`src/rtl/lsu_pkg.sv`:
```
// Shared funct3 encodings and FSM state type for the load/store unit.
package lsu_pkg;

    localparam logic [2:0] F3_B  = 3'b000;
    localparam logic [2:0] F3_H  = 3'b001;
    localparam logic [2:0] F3_W  = 3'b010;
    localparam logic [2:0] F3_BU = 3'b100;
    localparam logic [2:0] F3_HU = 3'b101;

    typedef enum logic [1:0] {
        IDLE = 2'd0,
        REQ  = 2'd1,
        DONE = 2'd2
    } lsu_state_e;

endpackage

```
`src/rtl/lsu_align.sv`:
```
// Byte-lane steering, byte enables, load extension and legality checks (purely combinational).
module lsu_align
    import lsu_pkg::*;
(
    input  logic        we_i,
    input  logic [2:0]  funct3_i,
    input  logic [1:0]  addr_lo_i,
    input  logic [31:0] wdata_i,
    input  logic [31:0] bus_rdata_i,
    output logic [3:0]  be_o,
    output logic [31:0] wdata_o,
    output logic [31:0] rdata_o,
    output logic        misaligned_o,
    output logic        illegal_o
);

    logic        mis;
    logic        sext;
    logic [31:0] shifted;
    logic [7:0]  lane_b;
    logic [15:0] lane_h;

    always_comb begin
        if (we_i) begin
            illegal_o = !(funct3_i inside {F3_B, F3_H, F3_W});
        end else begin
            illegal_o = !(funct3_i inside {F3_B, F3_H, F3_W, F3_BU, F3_HU});
        end

        shifted = bus_rdata_i >> {addr_lo_i, 3'b000};
        lane_b  = shifted[7:0];
        lane_h  = addr_lo_i[1] ? bus_rdata_i[31:16] : bus_rdata_i[15:0];
        sext    = !funct3_i[2];

        be_o    = 4'b0000;
        wdata_o = 32'h0;
        rdata_o = 32'h0;
        mis     = 1'b0;
        case (funct3_i[1:0])
            2'b00: begin
                be_o    = 4'b0001 << addr_lo_i;
                wdata_o = {4{wdata_i[7:0]}};
                rdata_o = {{24{sext & lane_b[7]}}, lane_b};
            end
            2'b01: begin
                be_o    = addr_lo_i[1] ? 4'b1100 : 4'b0011;
                wdata_o = {2{wdata_i[15:0]}};
                rdata_o = {{16{sext & lane_h[15]}}, lane_h};
                mis     = addr_lo_i[0];
            end
            2'b10: begin
                be_o    = 4'b1111;
                wdata_o = wdata_i;
                rdata_o = bus_rdata_i;
                mis     = |addr_lo_i;
            end
            default: ;
        endcase

        // An illegal funct3 is reported as a fault, never as misaligned.
        misaligned_o = mis & !illegal_o;
    end

endmodule

```
`src/rtl/load_store_unit.sv`:
```
// Multi-cycle load/store unit: turns core memory requests into req/ack bus accesses and stalls
// the core until each access completes, faults or times out.
module load_store_unit
    import lsu_pkg::*;
#(
    parameter int unsigned TIMEOUT_CYCLES = 255
) (
    input  logic        clk,
    input  logic        rst_n,
    input  logic        mem_read,
    input  logic        mem_write,
    input  logic [2:0]  funct3,
    input  logic [31:0] addr,
    input  logic [31:0] wdata,
    output logic [31:0] rdata,
    output logic        stall,
    output logic        misaligned,
    output logic        fault,
    output logic        bus_req,
    output logic        bus_we,
    output logic [31:0] bus_addr,
    output logic [3:0]  bus_be,
    output logic [31:0] bus_wdata,
    input  logic        bus_ack,
    input  logic [31:0] bus_rdata,
    input  logic        bus_err
);

    localparam logic [15:0] TimeoutLast = 16'(TIMEOUT_CYCLES - 1);

    lsu_state_e  state_q;
    logic [15:0] cnt_q;
    logic [2:0]  f3_q;
    logic [1:0]  alo_q;
    logic        we_q;
    logic        fault_q;
    logic [31:0] rdata_q;
    logic        bus_we_q;
    logic [31:0] bus_addr_q;
    logic [3:0]  bus_be_q;
    logic [31:0] bus_wdata_q;

    logic        access;
    logic        in_idle;
    logic        a_we;
    logic [2:0]  a_f3;
    logic [1:0]  a_alo;
    logic [3:0]  a_be;
    logic [31:0] a_wdata;
    logic [31:0] a_rdata;
    logic        a_mis;
    logic        a_ill;
    logic        legal;

    // In IDLE the aligner sees the live request; afterwards it sees the latched one for extension.
    always_comb begin
        access  = mem_read | mem_write;
        in_idle = (state_q == IDLE);
        a_we    = in_idle ? mem_write : we_q;
        a_f3    = in_idle ? funct3 : f3_q;
        a_alo   = in_idle ? addr[1:0] : alo_q;
        legal   = in_idle & access & !a_ill & !a_mis;
    end

    lsu_align u_align (
        .we_i         (a_we),
        .funct3_i     (a_f3),
        .addr_lo_i    (a_alo),
        .wdata_i      (wdata),
        .bus_rdata_i  (bus_rdata),
        .be_o         (a_be),
        .wdata_o      (a_wdata),
        .rdata_o      (a_rdata),
        .misaligned_o (a_mis),
        .illegal_o    (a_ill)
    );

    always_ff @(posedge clk or negedge rst_n) begin
        if (!rst_n) begin
            state_q     <= IDLE;
            cnt_q       <= 16'd0;
            f3_q        <= 3'b000;
            alo_q       <= 2'b00;
            we_q        <= 1'b0;
            fault_q     <= 1'b0;
            rdata_q     <= 32'h0;
            bus_we_q    <= 1'b0;
            bus_addr_q  <= 32'h0;
            bus_be_q    <= 4'b0000;
            bus_wdata_q <= 32'h0;
        end else begin
            case (state_q)
                IDLE: begin
                    cnt_q <= 16'd0;
                    if (legal) begin
                        f3_q        <= funct3;
                        alo_q       <= addr[1:0];
                        we_q        <= mem_write;
                        bus_we_q    <= mem_write;
                        bus_addr_q  <= {addr[31:2], 2'b00};
                        bus_be_q    <= a_be;
                        bus_wdata_q <= mem_write ? a_wdata : 32'h0;
                        state_q     <= REQ;
                    end
                end
                REQ: begin
                    if (bus_ack) begin
                        rdata_q <= (bus_err | we_q) ? 32'h0 : a_rdata;
                        fault_q <= bus_err;
                        state_q <= DONE;
                    end else if (cnt_q == TimeoutLast) begin
                        rdata_q <= 32'h0;
                        fault_q <= 1'b1;
                        state_q <= DONE;
                    end else begin
                        cnt_q <= cnt_q + 16'd1;
                    end
                end
                DONE: begin
                    cnt_q   <= 16'd0;
                    fault_q <= 1'b0;
                    state_q <= IDLE;
                end
                default: state_q <= IDLE;
            endcase
        end
    end

    // Combinational outputs are gated by reset so everything reads 0 while rst_n is low.
    always_comb begin
        stall      = rst_n & (legal | (state_q == REQ));
        misaligned = rst_n & in_idle & access & a_mis;
        fault      = rst_n & ((in_idle & access & a_ill) | ((state_q == DONE) & fault_q));
        rdata      = (state_q == DONE) ? rdata_q : 32'h0;
        bus_req    = (state_q == REQ);
        bus_we     = bus_we_q;
        bus_addr   = bus_addr_q;
        bus_be     = bus_be_q;
        bus_wdata  = bus_wdata_q;
    end

endmodule
```
`config.mk`:
```
export PLATFORM = sky130hd
export DESIGN_NAME = load_store_unit
export DESIGN_NICKNAME = d
export VERILOG_FILES = /design/src/rtl/lsu_pkg.sv /design/src/rtl/lsu_align.sv /design/src/rtl/load_store_unit.sv
export SDC_FILE = /design/constraint.sdc
export NUM_CORES = 1
export LEC_CHECK = 0
export BUFFER_PORTS_ARGS = -buffer_cell sky130_fd_sc_hd__buf_4
export CAP_MARGIN = 20
export CELL_PAD_IN_SITES_DETAIL_PLACEMENT = 0
export CELL_PAD_IN_SITES_GLOBAL_PLACEMENT = 1
export CORE_MARGIN = 1.5
export CORE_UTILIZATION = 35
export DETAILED_ROUTE_END_ITERATION = 7
export GPL_ROUTABILITY_DRIVEN = 0
export PLACE_DENSITY_LB_ADDON = 0.3
export SLEW_MARGIN = 5
export SYNTH_ARGS = -nofsm -noshare
export SYNTH_HDL_FRONTEND = slang
export SYNTH_SLANG_ARGS = --single-unit
```
`constraint.sdc`:
```
create_clock -name clk -period 3.51 [get_ports clk]
set_input_delay 0.5265 -clock clk [delete_from_list [all_inputs] [get_ports clk]]
set_output_delay 0.5265 -clock clk [all_outputs]
set_load 0.005 [all_outputs]
```
Yosys cells after proc, flatten, opt, wreduce, memory -nomap -nowiden
Index checks and enable logic that the tools add are counted.
{"block": "op_classes", "addsub": 1, "eq_ne": 13, "shift": 2, "n_mux": 25, "n_bitwise": 17, "reduce_logical": 20}
{"op": "case mux 32 bit (3 select lines)", "count": 2}
{"op": "2-to-1 mux 32 bit", "count": 5}
{"op": "2-to-1 mux 16 bit", "count": 3}
{"op": "case mux 16 bit (2 select lines)", "count": 1}
{"op": "right shift 32 x 5 -> 8 bit", "count": 1}
{"op": "adder 16 x 1 -> 16 bit (second input constant)", "count": 1}
{"op": "== test 16 x 8 -> 1 bit (second input constant)", "count": 1}
{"op": "bitwise AND 1 bit", "count": 13}
{"op": "case mux 4 bit (3 select lines)", "count": 1}
{"op": "2-to-1 mux 2 bit", "count": 4}
{"op": "AND reduction 2 bit", "count": 4}
{"op": "== test 3 bit (second input constant)", "count": 2}
{"op": "nonzero test 2 bit", "count": 3}
{"op": "zero test 1 bit", "count": 5}
{"op": "nonzero test 5 bit", "count": 1}
{"op": "== test 2 x 1 -> 1 bit (second input constant)", "count": 2}
{"op": "== test 2 bit (second input constant)", "count": 2}
{"op": "zero test 2 bit", "count": 2}
{"op": "2-to-1 mux 1 bit", "count": 4}
{"op": "2-to-1 mux 4 bit", "count": 1}
{"op": "inequality test 2 bit (second input constant)", "count": 2}
{"op": "OR 1 bit", "count": 4}
{"op": "case mux 1 bit (2 select lines)", "count": 2}
{"op": "case mux 2 bit (2 select lines)", "count": 1}
{"op": "10 further kinds", "count": 11}
{"block": "word_totals", "ff_bits": 123, "input_bits": 105, "out_inout_bits": 105, "elab_cells": 88}

Logic depth before layout (Yosys ltp)
Gate-level depths: netlist of the first run.
{"block": "depth", "ltp_word": 12, "mapped_depth": 17, "depth_no_buf": 10}

Modules after synthesis
Synthesis of the first run repeated with hierarchy kept, for this count alone.
{"block": "unflattened", "hier_cells": 711, "hier_area_um2": 6866.6}
{"mod": "load_store_unit", "instances": 1, "cells_per_inst": 483, "area_per_inst_um2": 5426.5, "seq_area_each_um2": 3078.0}
{"mod": "lsu_align", "instances": 1, "cells_per_inst": 228, "area_per_inst_um2": 1440.1, "seq_area_each_um2": 0.0}

Least setup slack after synthesis of the first run
OpenSTA, ideal clock, no wires.
{"block": "synth_path", "kind": "flip-flop to output port", "startpoint": "register state_q[0]", "endpoint": "output port stall", "arrival_ns": 2.963, "required_time_ns": 2.984, "setup_slack_ns": 0.021, "path_stages_with_launch": 16, "path_buffers": 6, "cell_sequence": "dfrtp_1 -> inv_1 -> ha_1 -> buf_6 -> buf_2 -> mux2i_1 -> inv_1 -> ha_1 -> buf_2 -> or2_2 -> buf_2 -> a2bb2oi_1 -> or3_1 -> buf_2 -> buf_2 -> a21boi_0"}
{"block": "synth_via", "elab_chain_len": 12, "elab_cells_between_ends": 27, "cone_classes": "7 x eq/ne; 5 x mux; 6 x bitwise; 9 x reduce/logical"}
{"item": "from (decl)", "line_no": "load_store_unit.sv:31", "rtl": "lsu_state_e state_q;"}
{"item": "from (signal assigned)", "line_no": "load_store_unit.sv:80", "rtl": "state_q <= IDLE;"}
{"item": "from (signal assigned)", "line_no": "load_store_unit.sv:103", "rtl": "state_q <= REQ;"}
{"item": "from (signal assigned)", "line_no": "load_store_unit.sv:110", "rtl": "state_q <= DONE;"}
{"item": "zero test 2 bit", "line_no": "load_store_unit.sv:58", "rtl": "in_idle = (state_q == IDLE);"}
{"item": "2-to-1 mux 3 bit", "line_no": "load_store_unit.sv:60", "rtl": "a_f3 = in_idle ? funct3 : f3_q;"}
{"item": "== test 3 x 1 -> 1 bit (tied with other cells)", "line_no": "lsu_align.sv:25, lsu_align.sv:27"}
{"item": "nonzero test 5 bit / nonzero test 3 bit (equally long branches)", "line_no": "lsu_align.sv:27, lsu_align.sv:25"}
{"item": "zero test 1 bit, on equally long branches", "line_no": "lsu_align.sv:27, lsu_align.sv:25"}
{"item": "2-to-1 mux 1 bit", "line_no": "lsu_align.sv:24", "rtl": "if (we_i) begin"}
{"item": "zero test 1 bit", "line_no": "lsu_align.sv:61, load_store_unit.sv:62"}
{"item": "bitwise AND 1 bit", "line_no": "lsu_align.sv:61", "rtl": "misaligned_o = mis & !illegal_o;"}
{"item": "zero test 1 bit", "line_no": "load_store_unit.sv:62", "rtl": "legal = in_idle & access & !a_ill & !a_mis;"}
{"item": "bitwise AND 1 bit", "line_no": "load_store_unit.sv:62"}
{"item": "OR 1 bit *", "line_no": "load_store_unit.sv:131", "rtl": "stall = rst_n & (legal | (state_q == REQ));"}
{"item": "bitwise AND 1 bit *", "line_no": "load_store_unit.sv:131"}
{"item": "to (decl)", "line_no": "load_store_unit.sv:16", "rtl": "output logic stall,"}
Mark *: on every way between the ends. The rest lies on a longest branch, timed or not.

Final worst setup path of the first run
Same ends and word-level chain as after synthesis.

==> results of run 1 <==
## area by class of cell
type                       instances  share of cell area
inverter                           7            0.002944
clock inverter                    15             0.01963
clock buffer                      17             0.04767
sequential                       123              0.3449
timing repair buffer             231              0.1970
multi-input combinational        442              0.3558
tap                              229             0.03210
## registers in the layout, summed over array words and instances, names as in the netlist
signal / count
alo_q: 2
bus_addr: 30
bus_be: 4
bus_wdata: 32
bus_we: 1
cnt_q: 16
f3_q: 3
fault_q: 1
rdata_q: 32
state_q: 2
## power groups by stage
stage          sequential (mW)  clock, mW  combinational [mW]
2_1_floorplan             2.27          0                2.23
3_3_place_gp              2.30          0                3.40
4_1_cts                   2.30       1.83                3.57
3_5_place_dp              2.33          0                3.48
5_1_grt                   2.37       1.91                3.90
6_report                  2.30       1.79                3.57
## logic make-up (layout without fill, tap and decap cells)
group           Yosys count  after routing
mux                      59             59
fa+ha+maj                10             10
simple gates            186            186
xor+xnor                  4              4
compound gates          181            181
other cells               1              2
flops                   123            123
buf+inv                  53            270
## cell usage after synthesis, types with 5 or more instances
master,instances
buf_2,11
nand3_1,24
a221oi_1,5
nor2_1,26
mux2i_1,7
and2_1,33
a22oi_1,20
nand4_1,5
nand2b_1,8
o31ai_1,9
a22o_1,31
ha_1,10
o21ai_1,14
nand2_1,63
buf_6,7
a21oi_1,27
mux2_2,43
a221o_1,8
o2bb2ai_1,5
mux2_4,7
inv_1,7
clkbuf_1,25
o21ai_0,21
nor3_1,5
o21ai_2,6
a222oi_1,8
dfrtp_1,123
## through the flow
stage	power (mW)	cell area, um^2	hold WS, ns
CTS	7.696	8885	0.1455
floorplan	4.499	6477	0.2309
finish	7.664	8925	0.1416
global route	8.183	8925	0.1770
global placement	5.705	8230	0.4635
detailed placement	5.802	8230	0.4758
## final timing paths
check / start / endpoint / slack, ns / depth (start not counted)
max in group asynchronous: rst_n / bus_be[3] / 2.54 / 2
worst max-delay path: state_q[0] / stall / 0.18 / 10
worst min-delay path: rst_n / cnt_q[14] / 0.14 / 1
worst max register to register: state_q[0] / bus_addr[19] / 0.38 / 12
worst min register to register: rdata_q[7] / rdata_q[7] / 0.48 / 1
min in group clk: addr[11] / bus_addr[11] / 0.33 / 2
## what timing repair did
item / CTS / global route
pin swaps: 1 / 1
resized for setup: 10 / 3
endpoints found under the setup margin: 3 / 3
setup buffers: 2 / 2
## layer usage
metal,global-route usage,wire (um)
met3,0.05628,1346
met5,0,0
met2,0.3416,9656
met1,0.2698,8657
met4,0.07621,374
==> results.cfg, run 1 <==
[outcome]
outcome = finished, final reports clean

[finish]
area_growth_pct = 37.86
seq_area_mm2 = 0.003078
layout_common_cells = buf_4, dfrtp_1, nand2_1, mux2_2, and2_1
nets = 937
final_core_util = 0.4951
nFillCells = 1691
instances_no_fill = 1064
final_common_cell = buf_4
multiInputGateArea_mm2 = 0.003176
antennaDiodeCount = 0
drive_gt1_frac = 0.4072

[cts]
htreeDepth = 4
clk_latency_ns = 0.42
tritoncts = built
postCtsHoldBufs = 0
cts.sinks = 123
cts.clk_slew.worst_paths_ns = 0.06
cts_buffers = 17
cts.path.max_buffers = 2
clockRootBuffer = clkbuf_16

[global_route]
grt_max_degree = 82
grt_use_total = 0.2103
grt_pass1_vias = 5911
grt_pass1_wl_um = 32350
gr-total-overflow = 0
antenna_found_initial = 0

[critical_path]
critical-path-top-delay-family = simple AND/OR/NAND/NOR gates
crit_path_end_kind = output pin
cp.arrival_ns = 2.80
crit_fanout = 5
slowest_stage = or3_4
path_buf_inv = 3
path_class = reg2out
crit_top_cell = buf_4
start_kind = flip-flop
cp.required_ns = 2.98
cpPeakStageDelay_ns = 0.42
path_cells = inv_2, ha_4, buf_4, mux2_2, ha_2, nand2b_1, o32ai_2, or3_4, a21boi_1, buf_4

[synth]
synth_area_per_cell_um2 = 10.49
muxShareOfSynthArea = 0.1075
ys_ff_latch = 123
synth_cells = 617
yosysTopAreaCell = dfrtp_1
synth.top_cell.area_share = 0.4755
synth_fa_ha_area_frac = 0.01933
synth_compound_area_frac = 0.2056
synth_area_leaders = dfrtp_1, mux2_2, a22o_1
synth_async_sr_flop_share = 1.000
synth_xor_area_frac = 0.005412
synth_simple_gate_area_frac = 0.1440
ys.flop_type = dfrtp_1
synth_edf_count = 0
synth_seq_area_share = 0.4755
ys_warn_count = 0
synth_top_family_by_area = compound AO/OA/AOI/OAI gates
netlist_area_mm2 = 0.006474
synth.distinct_cells = 64

[floorplan]
die_w_um = 139
die_h_um = 139
die_area_mm2 = 0.01932
coreArea_mm2 = 0.01802
row_count = 49
start_util = 0.3592
ios = 210

[timing]
fin_crit_sh = 0.9476
rsz0062_at_grt = no
setup_viol = 0
hold_violations = 0
tightest_slew_ns = 0.6661
worst_slack_ns = 0.1839
fin_skew_ns = 0.007485
setup_tns_ns = 0
slew_headroom = 0.5549
fmaxAchievable_ghz = 0.3007
finalCriticalPeriod_ns = 3.326
drv_slew = 0

[power_and_ir_drop]
p_seq_frac = 0.300
p_int_mw = 4.825
powerDensity_mw_per_mm2 = 858.7
pwr-share-clk = 0.234
p_leak_nw = 4.286
p_sw_frac = 0.3704
pwr-share-comb = 0.466
p_switching_mw = 2.839
vdd_drop_max_v = 0.0004517

[placed_design]
dpl.cell_count = 1027
dp.final_hpwl_um = 14780
place_ws_ns = 0.1038
io_buffers = 207

[routing]
drcViolationCount = 0
first_pass_iters = 6
wl_per_cell_um = 18.83
postRouteWirelength_um = 20040
postRouteAntennaNets = 0
viasPerCell = 5.422
detail_route.iter0.violations = 402
num_vias = 5769

[job]
cap_viol_max_count = 0

[min_path]
hold_path.class = in2async
(Power assumes the default switching activity.)
==> inputs of run 2 (changes only) <==
- SYNTH_HIERARCHICAL: unset -> 1
==> run 2 against run 1 <==
Wire length is 2.4% higher. Register-to-register slack lost 0.03 ns. First-iteration DRC count fell by 5.0%. Area after synthesis up 6.1%. Utilization down 1.5 points. Sequential power fell by 7%. Worst setup slack got worse by 0.049 ns. Combinational power up 22%. Synthesized cell count increased by 15%. Total power rose by 8.1%. Final cell count is 11% higher. Via count increased by 6.9%. Critical endpoint unchanged. Largest cell class unchanged. Highest routed layer unchanged.
==> results.cfg, run 2 <==
[routing]
routed.top_layer = met4
wl_met3_um = 1457
wl_met2_um = 9052
met1_length_um = 9666
num_vias = 6165
drcViolationCount = 0
detail_route.iter0.violations = 382
first_pass_iters = 5
wl_per_cell_um = 17.44
postRouteWirelength_um = 20520
viasPerCell = 5.242
postRouteAntennaNets = 0

[cts]
cts.sinks = 123
postCtsHoldBufs = 0
clockRootBuffer = clkbuf_16
cts.clk_slew.worst_paths_ns = 0.06
clk_latency_ns = 0.42
htreeDepth = 4
cts_buffers = 17
cts.path.max_buffers = 2
tritoncts = built

[timing]
slew_headroom = 0.4294
holdWs_ns = 0.03900
drv_slew = 0
setup_viol = 0
tightest_slew_ns = 0.8494
worst_slack_ns = 0.1353
rsz0062_at_grt = no
fmaxAchievable_ghz = 0.2963
finalCriticalPeriod_ns = 3.375
fin_skew_ns = 0.01268
hold_violations = 0
fin_crit_sh = 0.9615
setup_tns_ns = 0

[critical_path]
path_cells = inv_2, ha_4, mux2_2, inv_1, ha_1, or3_1, a21oi_2, a2111oi_2, or3_4, a21boi_2, buf_4
crit_fanout = 4
start_kind = flip-flop
reg2reg_slack_ns = 0.35
cp.arrival_ns = 2.85
path_class = reg2out
slowest_stage = or3_4
cpPeakStageDelay_ns = 0.42
cp.required_ns = 2.98
crit_path_end_kind = output pin

[global_route]
grt_max_degree = 67
antenna_found_initial = 0
grt_use_total = 0.2059
grt_pass1_vias = 6040
gr-total-overflow = 0
grt_pass1_wl_um = 32700

[power_and_ir_drop]
vdd_drop_max_v = 0.0003938
fin_total_pwr_mw = 8.286
p_leak_nw = 4.520
powerDensity_mw_per_mm2 = 892.5

[synth]
synth_area_per_cell_um2 = 9.658
ys_warn_count = 6
synth.top_cell.area_share = 0.4483
synth_fa_ha_area_frac = 0.02369
ys_ff_latch = 123
synth_top_family_by_area = compound AO/OA/AOI/OAI gates
muxShareOfSynthArea = 0.09621
synth.distinct_cells = 49
synth_xor_area_frac = 0
synth_seq_area_share = 0.4483
synth_area_leaders = dfrtp_1, mux2_2, nand3_1
yosysTopAreaCell = dfrtp_1
synth_edf_count = 0
yosys-top-cells-count = dfrtp_1, nand2_1, nand3_1, mux2_2, and2_1
synth_compound_area_frac = 0.2017
synth_cells = 711
synth_simple_gate_area_frac = 0.1764
synth.most_common_cell = dfrtp_1
ys.flop_type = dfrtp_1
synth_async_sr_flop_share = 1.000
netlist_area_mm2 = 0.006867

[floorplan]
coreArea_mm2 = 0.01933
ios = 210
die_w_um = 143.1
die_h_um = 143.1
start_util = 0.3551
row_count = 51
die_area_mm2 = 0.02047

[finish]
area_growth_pct = 35.20
drive_gt1_frac = 0.3710
final_common_cell = buf_4
instances_no_fill = 1176
final_area_mm2 = 0.009284
antennaDiodeCount = 0
final_core_util = 0.4802
layout_common_cells = buf_4, dfrtp_1, nand2_1, nand3_1, mux2_2
nets = 1016

[min_path]
hold_path.class = in2async

[placed_design]
dpl.cell_count = 1141
io_buffers = 207
place_ws_ns = 0.1004
dpl_cell_area_mm2 = 0.008637
dp.final_hpwl_um = 14380

[outcome]
outcome = finished, final reports clean

[job]
cap_viol_max_count = 0
-- run 2: critical path, delay by kind of cell, from the launching register on --
family	cells	cell delay (ns)
flip-flops	1	0.36
adder cells (fa/ha/maj)	2	0.38
multiplexers	1	0.25
AND/OR/NAND/NOR	2	0.80
buffers and inverters	3	0.27
AO/OA/AOI/OAI	3	0.38
-- run 2: what timing repair did --
action / in CTS / in global routing
setup endpoints to repair: 2 / 2
setup buffers: 2 / 1
gates resized for setup: 5 / 4
pin swaps: 1 / 2
-- run 2: path summary, 6_finish.rpt --
path / depth (start not counted) / from / end
min: 1 / rst_n / bus_addr[5]
max in group asynchronous: 2 / rst_n / bus_addr[18]
min in group clk: 2 / addr[20] / bus_addr[20]
max reg2reg: 13 / state_q[1] / bus_be[3]
max: 11 / state_q[1] / stall
min reg2reg: 2 / rdata_q[18] / rdata_q[18]
-- run 2: cell families after synthesis --
kind of cell | count (synthesis)
adder cells (fa/ha/maj) | 13
AND/OR/NAND/NOR | 243
buffers and inverters | 78
multiplexers | 58
AO/OA/AOI/OAI | 195
other | 1
flip-flops | 123
-- run 2: routing by layer --
metal	vias to the layer above	track usage
li1	2941	-
met1	2969	0.2956
met2	227	0.3003
met3	28	0.05164
met4	0	0.06945
met5	-	0
-- run 2: final cells by class --
class	count	area [um^2]
fill	1923	10050
multi-input combinational	511	3472
sequential	123	3078
timing repair buffer	232	1762
clock buffer	18	429.2
tap	265	331.6
clock inverter	14	162.7
inverter	13	48.80
-- run 2: power by group --
group / total, mW / internal, mW / switching (mW) / leakage, nW
logic: 4.37 / 2.06 / 2.32 / 2.64
registers: 2.14 / 1.88 / 0.254 / 1.61
clock network: 1.78 / 1.06 / 0.715 / 0.276
total: 8.29 / 5.00 / 3.29 / 4.52
